`config.mk`:
```
export PLATFORM = sky130hd
export DESIGN_NAME = sprite_motion_ctrl
export DESIGN_NICKNAME = d
export VERILOG_FILES = /design/src/rtl/sprite_motion_ctrl.sv
export SDC_FILE = /design/constraint.sdc
export NUM_CORES = 1
export LEC_CHECK = 0
export BUFFER_PORTS_ARGS = -buffer_cell sky130_fd_sc_hd__buf_2
export CAP_MARGIN = 20
export CELL_PAD_IN_SITES_DETAIL_PLACEMENT = 1
export CELL_PAD_IN_SITES_GLOBAL_PLACEMENT = 2
export CORE_ASPECT_RATIO = 0.7
export CORE_UTILIZATION = 41
export CTS_BUF_LIST = sky130_fd_sc_hd__clkbuf_2
export CTS_CLUSTER_DIAMETER = 80
export DETAILED_ROUTE_END_ITERATION = 10
export GPL_TIMING_DRIVEN = 0
export PLACE_DENSITY = 0.92
export SLEW_MARGIN = 40
export SYNTH_ARGS = -nofsm -noshare
export SYNTH_HDL_FRONTEND = slang
export SYNTH_SLANG_ARGS = --single-unit
```
`constraint.sdc`:
```
create_clock -name clk -period 4 [get_ports clk]
set_input_delay 0.8 -clock clk [delete_from_list [all_inputs] [get_ports clk]]
set_output_delay 0.8 -clock clk [all_outputs]
set_load 0.03 [all_outputs]
```
`src/rtl/sprite_motion_ctrl.sv`:
```
// Player sprite motion controller: latches a direction from the push-buttons, steps a shadow
// position on a fixed tick, and commits it to the renderer outputs only on a frame start.
`timescale 1ns/1ps
module sprite_motion_ctrl #(
    parameter int unsigned SCREEN_W = 96,
    parameter int unsigned SCREEN_H = 64,
    parameter int unsigned SPR_W    = 10,
    parameter int unsigned SPR_H    = 10,
    parameter int unsigned START_X  = 0,
    parameter int unsigned START_Y  = 54,
    parameter int unsigned OBS_X    = 66,
    parameter int unsigned OBS_Y    = 0,
    parameter int unsigned OBS_W    = 30,
    parameter int unsigned OBS_H    = 30,
    parameter int unsigned TICK_DIV = 1666666
) (
    input  logic       clk,
    input  logic       reset,
    input  logic       enable,
    input  logic       btnU,
    input  logic       btnD,
    input  logic       btnL,
    input  logic       btnR,
    input  logic       frame_begin,
    output logic [6:0] pos_x,
    output logic [5:0] pos_y,
    output logic [2:0] dir,
    output logic       step_tick,
    output logic       blocked
);

    localparam int unsigned CntW = (TICK_DIV > 1) ? $clog2(TICK_DIV) : 1;
    localparam logic [CntW-1:0] CntMax = CntW'(TICK_DIV - 1);

    localparam logic [7:0] ObsX0 = 8'(OBS_X);
    localparam logic [7:0] ObsX1 = 8'(OBS_X + OBS_W);
    localparam logic [7:0] ObsY0 = 8'(OBS_Y);
    localparam logic [7:0] ObsY1 = 8'(OBS_Y + OBS_H);
    localparam logic [7:0] SprW  = 8'(SPR_W);
    localparam logic [7:0] SprH  = 8'(SPR_H);
    localparam logic [7:0] ScrW  = 8'(SCREEN_W);
    localparam logic [7:0] ScrH  = 8'(SCREEN_H);

    typedef enum logic [2:0] {
        DirNone  = 3'd0,
        DirLeft  = 3'd1,
        DirRight = 3'd2,
        DirUp    = 3'd3,
        DirDown  = 3'd4
    } dir_e;

    dir_e            dir_q, dir_d;
    logic [CntW-1:0] cnt_q, cnt_d;
    logic [6:0]      shadow_x_q, shadow_x_d, pos_x_q, pos_x_d;
    logic [5:0]      shadow_y_q, shadow_y_d, pos_y_q, pos_y_d;
    logic [3:0]      btn_q, btn_now, btn_rise;
    logic            fb_q, blocked_q, blocked_d;

    // Button vector order {L, R, U, D} so bit 3 carries the highest priority.
    assign btn_now  = {btnL, btnR, btnU, btnD};
    assign btn_rise = btn_now & ~btn_q;

    function automatic dir_e pick_dir(input logic [3:0] b);
        if (b[3])      return DirLeft;
        else if (b[2]) return DirRight;
        else if (b[1]) return DirUp;
        else if (b[0]) return DirDown;
        else           return DirNone;
    endfunction

    always_comb begin
        dir_d = dir_q;
        if (!enable)         dir_d = DirNone;
        else if (|btn_rise)  dir_d = pick_dir(btn_rise);
        else if (|btn_now)   dir_d = pick_dir(btn_now);
    end

    always_comb begin
        cnt_d = cnt_q + 1'b1;
        if (!enable || cnt_q == CntMax) cnt_d = '0;
    end

    assign step_tick = (cnt_q == CntMax);

    logic [6:0] nx;
    logic [5:0] ny;
    logic [7:0] sx, sy, cx, cy;
    logic       edge_hit, overlap, moving, accept;

    assign sx = {1'b0, shadow_x_q};
    assign sy = {2'b00, shadow_y_q};

    always_comb begin
        nx       = shadow_x_q;
        ny       = shadow_y_q;
        edge_hit = 1'b0;
        case (dir_q)
            DirLeft:  begin edge_hit = (sx == 8'd0);       nx = shadow_x_q - 7'd1; end
            DirRight: begin edge_hit = (sx + SprW == ScrW); nx = shadow_x_q + 7'd1; end
            DirUp:    begin edge_hit = (sy == 8'd0);       ny = shadow_y_q - 6'd1; end
            DirDown:  begin edge_hit = (sy + SprH == ScrH); ny = shadow_y_q + 6'd1; end
            default:  ;
        endcase
    end

    // Wrapped candidates only occur when edge_hit already refuses the step.
    assign cx      = {1'b0, nx};
    assign cy      = {2'b00, ny};
    assign overlap = (cx < ObsX1) && (cx + SprW > ObsX0) && (cy < ObsY1) && (cy + SprH > ObsY0);
    assign moving  = (dir_q != DirNone);
    assign accept  = step_tick && moving && !edge_hit && !overlap;

    always_comb begin
        blocked_d  = step_tick && moving && (edge_hit || overlap);
        shadow_x_d = accept ? nx : shadow_x_q;
        shadow_y_d = accept ? ny : shadow_y_q;
        pos_x_d    = pos_x_q;
        pos_y_d    = pos_y_q;
        // Commit reads the pre-step shadow; a same-cycle step shows on the next frame.
        if (frame_begin && !fb_q) begin
            pos_x_d = shadow_x_q;
            pos_y_d = shadow_y_q;
        end
    end

    always_ff @(posedge clk or negedge reset) begin
        if (!reset) begin
            dir_q      <= DirNone;
            cnt_q      <= '0;
            shadow_x_q <= 7'(START_X);
            shadow_y_q <= 6'(START_Y);
            pos_x_q    <= 7'(START_X);
            pos_y_q    <= 6'(START_Y);
            btn_q      <= '0;
            fb_q       <= 1'b0;
            blocked_q  <= 1'b0;
        end else begin
            dir_q      <= dir_d;
            cnt_q      <= cnt_d;
            shadow_x_q <= shadow_x_d;
            shadow_y_q <= shadow_y_d;
            pos_x_q    <= pos_x_d;
            pos_y_q    <= pos_y_d;
            btn_q      <= btn_now;
            fb_q       <= frame_begin;
            blocked_q  <= blocked_d;
        end
    end

    assign pos_x   = pos_x_q;
    assign pos_y   = pos_y_q;
    assign dir     = dir_q;
    assign blocked = blocked_q;

endmodule

```
# [Yosys cells after proc, flatten, opt, wreduce, memory -nomap -nowiden]
# Index checks and enable logic that the tools add are counted.
[word_totals] out_inout_bits=18 ff_bits=56
[op_classes] n_reduce_logical=19 addsub=9 bitwise=2 mux=15 n_lt_le_gt_ge=4 n_eq_ne=8
[ops] cell="$mux 3" n=11
[ops] cell="$add 21x1->21 const B" n=1
[ops] cell="$eq 21x21->1 const B" n=1
[ops] cell="$mux 21" n=1
[ops] cell="$add 7x4->8 const B" n=2
[ops] cell="$logic_not 8->1" n=2
[ops] cell="$add 6x4->7 const B" n=2
[ops] cell="$pmux 7 s2" n=1
[ops] cell="$pmux 6 s2" n=1
[ops] cell="$eq 8x7->1 const B" n=1
[ops] cell="$gt 8x7->1 const B" n=1
[ops] cell="$logic_and 1x1->1" n=8
[ops] cell="$reduce_or 4->1" n=2
[ops] cell="$add 7x1->7 const B" n=1
[ops] cell="$eq 7x7->1 const B" n=1
[ops] cell="$gt 7x1->1 const B" n=1
[ops] cell="$lt 7x7->1 const B" n=1
[ops] cell="$sub 7x1->7 const B" n=1
[ops] cell="$add 6x1->6 const B" n=1
[ops] cell="$eq 3x2->1 const B" n=2
[ops] cell="$lt 6x5->1 const B" n=1
[ops] cell="$sub 6x1->6 const B" n=1
[ops] cell="$and 4x4->4" n=1
[ops] cell="$logic_not 1->1" n=4
[ops] cell="other kinds (7)" n=8

# [Logic depth before layout (Yosys ltp)]
# Gate-level depths: netlist (run 1).
[logic_depth] depth_word=9 mapped_depth=14 mapped_depth_nobuf=13

# [Least setup slack after synthesis (run 1)]
# No wires, ideal clock.
[synth_path] kind="flip-flop to flip-flop" start="reg dir_q[2] (netlist: dir[2])" end="reg shadow_x_q[2]" setup_slack_ns=0.403 path_stages_with_launch=13 arrival_time_ns=3.472 setup_ns=0.125 period_less_slack_ns=3.597 cell_sequence="dfrtp_1 -> buf_6 -> or3b_1 -> buf_6 -> inv_1 -> fa_1 -> a21oi_1 -> ha_1 -> nand3b_1 -> o22ai_2 -> a32oi_4 -> a211oi_4 -> mux2_2"
[synth_between] elab_cells_between_ends=22 cone_classes="add/sub: 2; order compare: 4; eq/ne: 4; mux: 3; reduce/logical: 9"
[synth_lines] element="start, declared" line_no="52" text="dir_e dir_q, dir_d;"
[synth_lines] element="start signal, assigned" line_no="128" text="dir_q <= DirNone;"
[synth_lines] element="start signal, assigned" line_no="138" text="dir_q <= dir_d;"
[synth_lines] element="$eq 3x3->1 or $eq 3x2->1 (tied branches)" line_no="97" text="case (dir_q)"
[synth_lines] element="$pmux 6 s2 *" line_no="97"
[synth_lines] element="via ny[1]" line_no="86" text="logic [5:0] ny;"
[synth_lines] element="$add 6x4->7 or $lt 6x5->1 (tied branches)" line_no="109" text="assign overlap = (cx < ObsX1) && (cx + SprW > ObsX0) && (cy < ObsY1) && (cy + SprH > ObsY0);"
[synth_lines] element="$gt 7x1->1 or $logic_and 1x1->1 (tied branches)" line_no="109"
[synth_lines] element="$logic_and 1x1->1 *" line_no="109"
[synth_lines] element="$logic_not 1->1 *" line_no="111" text="assign accept = step_tick && moving && !edge_hit && !overlap;"
[synth_lines] element="$logic_and 1x1->1 *" line_no="111"
[synth_lines] element="end signal, assigned" line_no="130" text="shadow_x_q <= 7'(START_X);"
[synth_lines] element="end signal, assigned" line_no="140" text="shadow_x_q <= shadow_x_d;"
[synth_lines] element="end, declared" line_no="54" text="logic [6:0] shadow_x_q, shadow_x_d, pos_x_q, pos_x_d;"
# The timed path passes the listed nets; every way through them passes the cells marked *.
# A chain may end at the register's enable or synchronous reset.

# [Worst setup path after layout (run 1)]
[layout_path] start="reg dir_q[0] (netlist: dir[0])" end="reg shadow_x_q[3]"
# Same word-level chain as after synthesis.

==> summary.log, run 1 <==
[outcome] outcome finished, final reports clean
[critical_path] data arrival time of the critical path 4.30 ns
[route] length of the first detailed-routing pass in iterations 4
[yosys] Post-Syn Instances 328
[yosys] sequential element share of the synthesized area 41.9%
[placement] placed instance area 3630 um^2
[power] static leakage power 1.69 nW
[placement] Final HPWL DP 6.09 mm
[clock_network] Clk Tree Root Cell clkbuf_2
[job] max-cap viol count 0
[die] die width 110 um
[yosys] Post-synth EDFFs 0
[route] Final Routed Wirelength 8.11 mm
[hold_path] class of the worst hold path in -> async
[cells_and_area] share of final-layout standard cells stronger than drive strength 1 22.5%
[cells_and_area] number of diodes added for antenna fixing 0
[die] placeable core region 7910 um^2
[cells_and_area] layout net count 391
[route] Antenna Nets Post-Route 0
[placement] total placed cells including tap cells 454
[sta] top achievable clock speed 258 MHz
[power] PnR Total Power 1.06 mW
[clock_network] H-tree levels 2
[sta] Final Critical Period 3.87 ns
[cells_and_area] Core Util, Final 47.4%
[grt] maximum number of pins on one net before global-route repair 57
[placement] IO Port Bufs 25
[critical_path] CP startpoint kind flip-flop
[yosys] Yosys top cell area share 35.6%
[route] drt drc 0
[sta] Slew headroom 46.7%
[die] number of standard-cell rows in the floorplan 27
[sta] total of endpoints with negative setup slack in the final report 0
[sta] final worst-path setup slack 0.130 ns
[clock_network] maximum count of clock buffers along a single path 2
[power] VDD IR max 178 uV
[grt] number of global-route vias before repair 2692
[die] Initial Util 42.6%
[grt] initial antenna violation count 0
[route] post-detailed-route via-to-cell ratio 5.44
[sta] Fin. Hold Viols 0
[yosys] most instantiated cells after synthesis dfrtp_1, nor2_1, nand2_1, ha_1, inv_1
[cells_and_area] count of non-filler cells in the finished layout 465
[clock_network] Clock Sink Count 56
[grt] total global-route track usage 20.6%
[clock_network] clk slew on worst S/H paths 0.30 ns
[critical_path] startpoint-to-endpoint class of the critical path reg -> reg
[sta] period utilization 96.8%
[cells_and_area] final instance area 3750 um^2
[yosys] mapped cell area 3370 um^2
[grt] first-pass GRT wire length 13.4 mm
[route] detailed-route via count 2530
[clock_network] cts bufs inserted 5
[die] IO Pins 26
[sta] setup repair after global routing missed its margin no
[yosys] number of library cell types mapped by synthesis 62
[yosys] #FFs+latches synth 56
[yosys] Post-synth ARST share 100%
[yosys] Mapped Avg Cell Area 10.3 um^2
[clock_network] clock tree from TritonCTS built
[critical_path] launch point of the worst reg-to-reg path dir[0]
[placement] Setup WS pre-CTS -0.157 ns
[grt] total congestion overflow 0
[power] Power Density 283 nW/um^2
[yosys] library cell with the largest summed area after synthesis dfrtp_1
[critical_path] CP Capture Type flip-flop
[route] number of DRC markers in iteration 0 68
[clock_network] source-to-sink clock delay at the later pin of the worst-skew pair 0.49 ns
[yosys] library cell with the highest instance count after synthesis dfrtp_1
[sta] Max Transition Viols Final 0
[cells_and_area] area added between synthesis and finish 11.3%
[die] y dimension of the die 77.8 um
[die] Die Outline Area 8590 um^2
[yosys] Yosys Warn Count 0
[route] average wire per standard cell 17.4 um
[critical_path] Max Fanout on Critical Path 10
[critical_path] worst setup path start dir[0]
[sta] slew at the pin with the worst max-slew slack 0.795 ns
[yosys] Top FF cell, synth dfrtp_1
[sta] clk_skew 0.0192 ns
[placement] gp weighted congestion 0.813
[critical_path] required time at the endpoint of the critical path 4.43 ns
[yosys] synthesized net count 356
[yosys] cell types with the largest area share after synthesis dfrtp_1, ha_1, dfstp_2, mux2_2, xnor2_1
[final timing paths]
kind | cells after the start | slack (ns) | end
worst min register to register | 2 | 0.52 | pos_x[1]
worst min-delay path | 1 | 0.31 | shadow_x_q[1]
max in group asynchronous | 1 | 3.20 | dir[0]
worst max-delay path | 11 | 0.13 | shadow_x_q[3]
worst max register to register | 11 | 0.13 | shadow_x_q[3]
min in group clk | 1 | 0.41 | fb_q
[cell usage in the layout, fill, tap and decap left out, types with 5 or more instances in the layout]
master	synthesis	routed
a21oi_1	15	15
and3_1	7	7
buf_2	0	24
clkbuf_1	5	5
clkbuf_2	0	6
dfrtp_1	48	46
dfstp_2	8	8
ha_1	18	18
inv_1	18	17
mux2_2	14	14
mux2i_1	7	7
nand2_1	22	22
nand2b_1	6	6
nand3_1	14	14
nor2_1	34	34
o21ai_0	10	10
xnor2_1	16	16
xor2_1	16	16
[cell families (layout without fill, tap and decap cells)]
group / count (synthesis) / in the layout / synth area share [%]
buf+inv: 25 / 61 / 3.23
flops: 56 / 56 / 41.9
mux: 22 / 22 / 7.09
simple gates: 116 / 116 / 18.3
xor+xnor: 32 / 32 / 8.32
compound gates: 57 / 57 / 13.3
fa+ha+maj: 20 / 20 / 7.87
[metal layers]
metal	global-route usage [%]	up-vias	part of all wire, %
met5	0	-	0
met4	5.00	0	1.1
met3	3.87	10	2.9
met2	31.2	34	43
met1	30.1	1259	53
li1	-	1227	-
[layout make-up]
class                      instances  area [um^2]
sequential                        56         1410
fill                             905         4160
inverter                          18         67.6
clock inverter                     2         35.0
timing repair buffer              28          163
clock buffer                       6         30.0
tap                              101          126
multi-input combinational        247         1870
buffer                             7         41.3
[what timing repair did]
item | 4_1_cts | 5_1_grt
hold buffers | 0 | 0
setup endpoints to repair | 7 | 8
gates cloned | 0 | 0
buffers inserted | 2 | 1
gates resized for setup | 2 | 3
pin swaps | 1 | 1
[report_power, final]
group | total (mW) | internal, mW | leakage (nW) | switching, mW
sequential | 0.586 | 0.576 | 0.734 | 0.00978
combinational | 0.174 | 0.0617 | 0.916 | 0.112
clock | 0.300 | 0.107 | 0.0430 | 0.193
[registers in the layout (all words and copies together) (netlist names)]
signal / cells
cnt_q: 21
pos_x: 7
shadow_x_q: 7
pos_y: 6
shadow_y_q: 6
btn_q: 4
dir: 3
blocked: 1
fb_q: 1
[per-stage QoR]
step	hold slack (ns)	TNS (ns)
6_report	0.311	0
3_3_place_gp	0.457	-0.147
2_1_floorplan	0.481	0
4_1_cts	0.319	0
3_5_place_dp	0.469	-0.677
5_1_grt	0.322	0
[worst max-delay path, cell delays in order (launching register included)]
cell,delay [ns]
dfrtp_2,0.56
or3b_1,0.41
buf_6,0.16
inv_1,0.07
fa_1,0.41
a21oi_1,0.47
ha_1,0.34
nand3b_1,0.18
o22ai_2,0.24
a32oi_4,0.15
a2111oi_4,0.47
mux2_1,0.37
No activity file was read; power rests on OpenSTA's default activity.
==> run 2, diff against run 1 <==
--- a/config.mk
+++ b/config.mk
@@ -10,12 +10,13 @@
 export CELL_PAD_IN_SITES_DETAIL_PLACEMENT = 1
 export CELL_PAD_IN_SITES_GLOBAL_PLACEMENT = 2
 export CORE_ASPECT_RATIO = 0.7
-export CORE_UTILIZATION = 41
+export CORE_UTILIZATION = 44
 export CTS_BUF_LIST = sky130_fd_sc_hd__clkbuf_2
 export CTS_CLUSTER_DIAMETER = 80
 export DETAILED_ROUTE_END_ITERATION = 10
 export GPL_TIMING_DRIVEN = 0
-export PLACE_DENSITY = 0.92
+export PLACE_DENSITY = 0.95
+export SKIP_CTS_REPAIR_TIMING = 1
 export SLEW_MARGIN = 40
 export SYNTH_ARGS = -nofsm -noshare
 export SYNTH_HDL_FRONTEND = slang
==> constraint.sdc (replaced) <==
create_clock -name clk -period 4.8 [get_ports clk]
set_input_delay 0.96 -clock clk [delete_from_list [all_inputs] [get_ports clk]]
set_output_delay 0.96 -clock clk [all_outputs]
set_load 0.03 [all_outputs]
==> run 2 against run 1 <==
Compared with the run above: sequential share of layout area up 0.55 points; first-iteration DRC count did not move; sequential power down 17%; hold slack better by 0.18 ns; clock power fell by 19%; combinational power fell by 20%; register-to-register slack gained 0.57 ns; flip-flop and latch count stayed put; total power down 18%; count of clock-buffer cells in the layout did not move.
==> summary.log, run 2 (synthesis results as in run 1) <==
[cells_and_area] final instance area 3690 um^2 [-1.6%]
[sta] setup repair after global routing missed its margin no
[sta] final worst-path setup slack 0.701 ns [+0.571 ns]
[outcome] outcome finished, final reports clean
[grt] first-pass GRT wire length 13.3 mm [-1.1%]
[critical_path] CP Capture Type flip-flop
[clock_network] Clk Tree Root Cell clkbuf_2
[cells_and_area] Fillers 845 [-6.6%]
[placement] total placed cells including tap cells 451 [-0.66%]
[grt] maximum number of pins on one net before global-route repair 57 [unchanged]
[critical_path] r2r endpoint shadow_x_q[4]
[die] IO Pins 26 [unchanged]
[sta] top achievable clock speed 244 MHz [-5.6%]
[power] Power Density 235 nW/um^2 [-17%]
[die] number of standard-cell rows in the floorplan 26 [-3.7%]
[critical_path] launch point of the worst reg-to-reg path dir[1]
[clock_network] clock tree from TritonCTS built
[route] detailed-route via count 2533 [+0.12%]
[route] drt drc 0 [unchanged]
[placement] Final HPWL DP 5.81 mm [-4.5%]
[die] placeable core region 7350 um^2 [-7.0%]
[sta] Slew headroom 50.0% [+3.3 points]
[sta] Max Transition Viols Final 0 [unchanged]
[route] number of DRC markers in iteration 0 68 [unchanged]
[cells_and_area] share of final-layout standard cells stronger than drive strength 1 21.1% [-1.5 points]
[cells_and_area] leading cell type in the layout, fill and taps excluded dfrtp_1
[cells_and_area] layout net count 388 [-0.77%]
[route] post-detailed-route via-to-cell ratio 5.52 [+1.4%]
[sta] clk_skew 0.00672 ns [-0.0125 ns]
[clock_network] Clock Sink Count 56 [unchanged]
[critical_path] register-to-register setup slack 0.70 ns [+0.57 ns]
[critical_path] required time at the endpoint of the critical path 5.19 ns [+0.76 ns]
[sta] slew at the pin with the worst max-slew slack 0.749 ns [-0.0453 ns]
[grt] total global-route track usage 21.6% [+0.94 points]
[clock_network] maximum count of clock buffers along a single path 2 [unchanged]
[cells_and_area] area added between synthesis and finish 9.51%
[placement] gp weighted congestion 0.828 [+1.8%]
[placement] IO Port Bufs 25 [unchanged]
[sta] Fin. Hold Viols 0 [unchanged]
[hold_path] class of the worst hold path in -> async
[route] length of the first detailed-routing pass in iterations 4 [unchanged]
[critical_path] cell count of the worst reg-to-reg path 11 [unchanged]
[placement] Setup WS pre-CTS 0.791 ns [+0.948 ns]
[sta] total of endpoints with negative setup slack in the final report 0 [unchanged]
[power] static leakage power 1.68 nW [-0.91%]
[critical_path] worst setup path start dir[1]
[critical_path] Max Fanout on Critical Path 8 [-2]
[die] y dimension of the die 75.2 um [-3.4%]
[route] Antenna Nets Post-Route 0 [unchanged]
[cells_and_area] largest register by flop count cnt_q
[grt] initial antenna violation count 0 [unchanged]
[job] max-cap viol count 0 [unchanged]
[sta] Hold WS 0.488 ns [+0.177 ns]
[grt] number of global-route vias before repair 2592 [-3.7%]
[grt] total congestion overflow 0 [unchanged]
[sta] period utilization 85.4% [-11 points]
[critical_path] CP startpoint kind flip-flop
[critical_path] data arrival time of the critical path 4.49 ns [+0.19 ns]
[cells_and_area] max reg flops 21 [unchanged]
[clock_network] cts bufs inserted 5 [unchanged]
[route] average wire per standard cell 17.3 um [-0.67%]
[sta] Final Critical Period 4.10 ns [+0.229 ns]
[clock_network] clk slew on worst S/H paths 0.28 ns [-0.02 ns]
[clock_network] H-tree levels 2 [unchanged]
[cells_and_area] most used cells in the layout excluding fill and tap cells dfrtp_1, nor2_1, buf_2
[cells_and_area] number of diodes added for antenna fixing 0 [unchanged]
[sta] Total Neg Setup Slack 0 ns [unchanged]
[critical_path] startpoint-to-endpoint class of the critical path reg -> reg
[critical_path] CP Capture Point shadow_x_q[4]
[die] Die Outline Area 8020 um^2 [-6.7%]
[placement] placed instance area 3620 um^2 [-0.10%]
[die] Initial Util 45.8% [+3.2 points]
[clock_network] source-to-sink clock delay at the later pin of the worst-skew pair 0.46 ns [-0.03 ns]
[power] VDD IR max 100 uV [-44%]
[die] die width 107 um [-3.4%]
[cells_and_area] count of non-filler cells in the finished layout 459 [-1.3%]
[route] Final Routed Wirelength 7.95 mm [-1.9%]
## run 2: report_power, final
part           leakage, nW  total, mW  internal (mW)  switching, mW
sequential           0.736      0.487          0.479        0.00763
combinational        0.899      0.139         0.0494         0.0892
clock               0.0430      0.242         0.0893          0.153
total                 1.68      0.868          0.618          0.250
## run 2: critical path, cell delays in order, from the launching register on
cell,delay [ns]
dfrtp_1,0.58
nor3b_2,0.42
inv_1,0.25
ha_1,0.43
nand3b_1,0.13
a32oi_1,0.27
mux2i_1,0.30
xor2_1,0.24
o21bai_1,0.20
a32oi_4,0.21
a211oi_4,0.59
mux2_2,0.40
## run 2: routing by layer
metal  track usage, %  up-vias  wire (um)
met1             30.7     1271       4110
li1                 -     1220          -
met2             35.1       34       3570
met5                0        -          0
met4             4.57        0         66
met3             3.38        8        206
## run 2: worst min path at each step
stage,start,endpoint,slack [ns],depth (start not counted)
after detailed placement,pos_y[3],pos_y[3],0.47,2
after floorplan,cnt_q[0],cnt_q[0],0.48,1
after global placement,pos_x[0],pos_x[0],0.46,2
after CTS,pos_y[1],pos_y[1],0.51,2
final,reset,cnt_q[18],0.49,1
after global routing,reset,cnt_q[16],0.50,1
## run 2: metrics by stage
stage | util (%) | power (mW)
after global placement | 49.2 | 0.627
after floorplan | - | 0.592
after detailed placement | 49.3 | 0.632
final | 50.2 | 0.868
after global routing | 50.2 | 0.908
after CTS | 50.2 | 0.877
## run 2: area by class of cell
cell class	instances	area, um^2	share of cell area (%)
buffer	7	41.3	1.12
sequential	56	1410	38.3
tap	98	123	3.32
inverter	18	67.6	1.83
multi-input combinational	247	1850	50.3
timing repair buffer	25	128	3.46
clock inverter	2	35.0	0.949
clock buffer	6	30.0	0.814
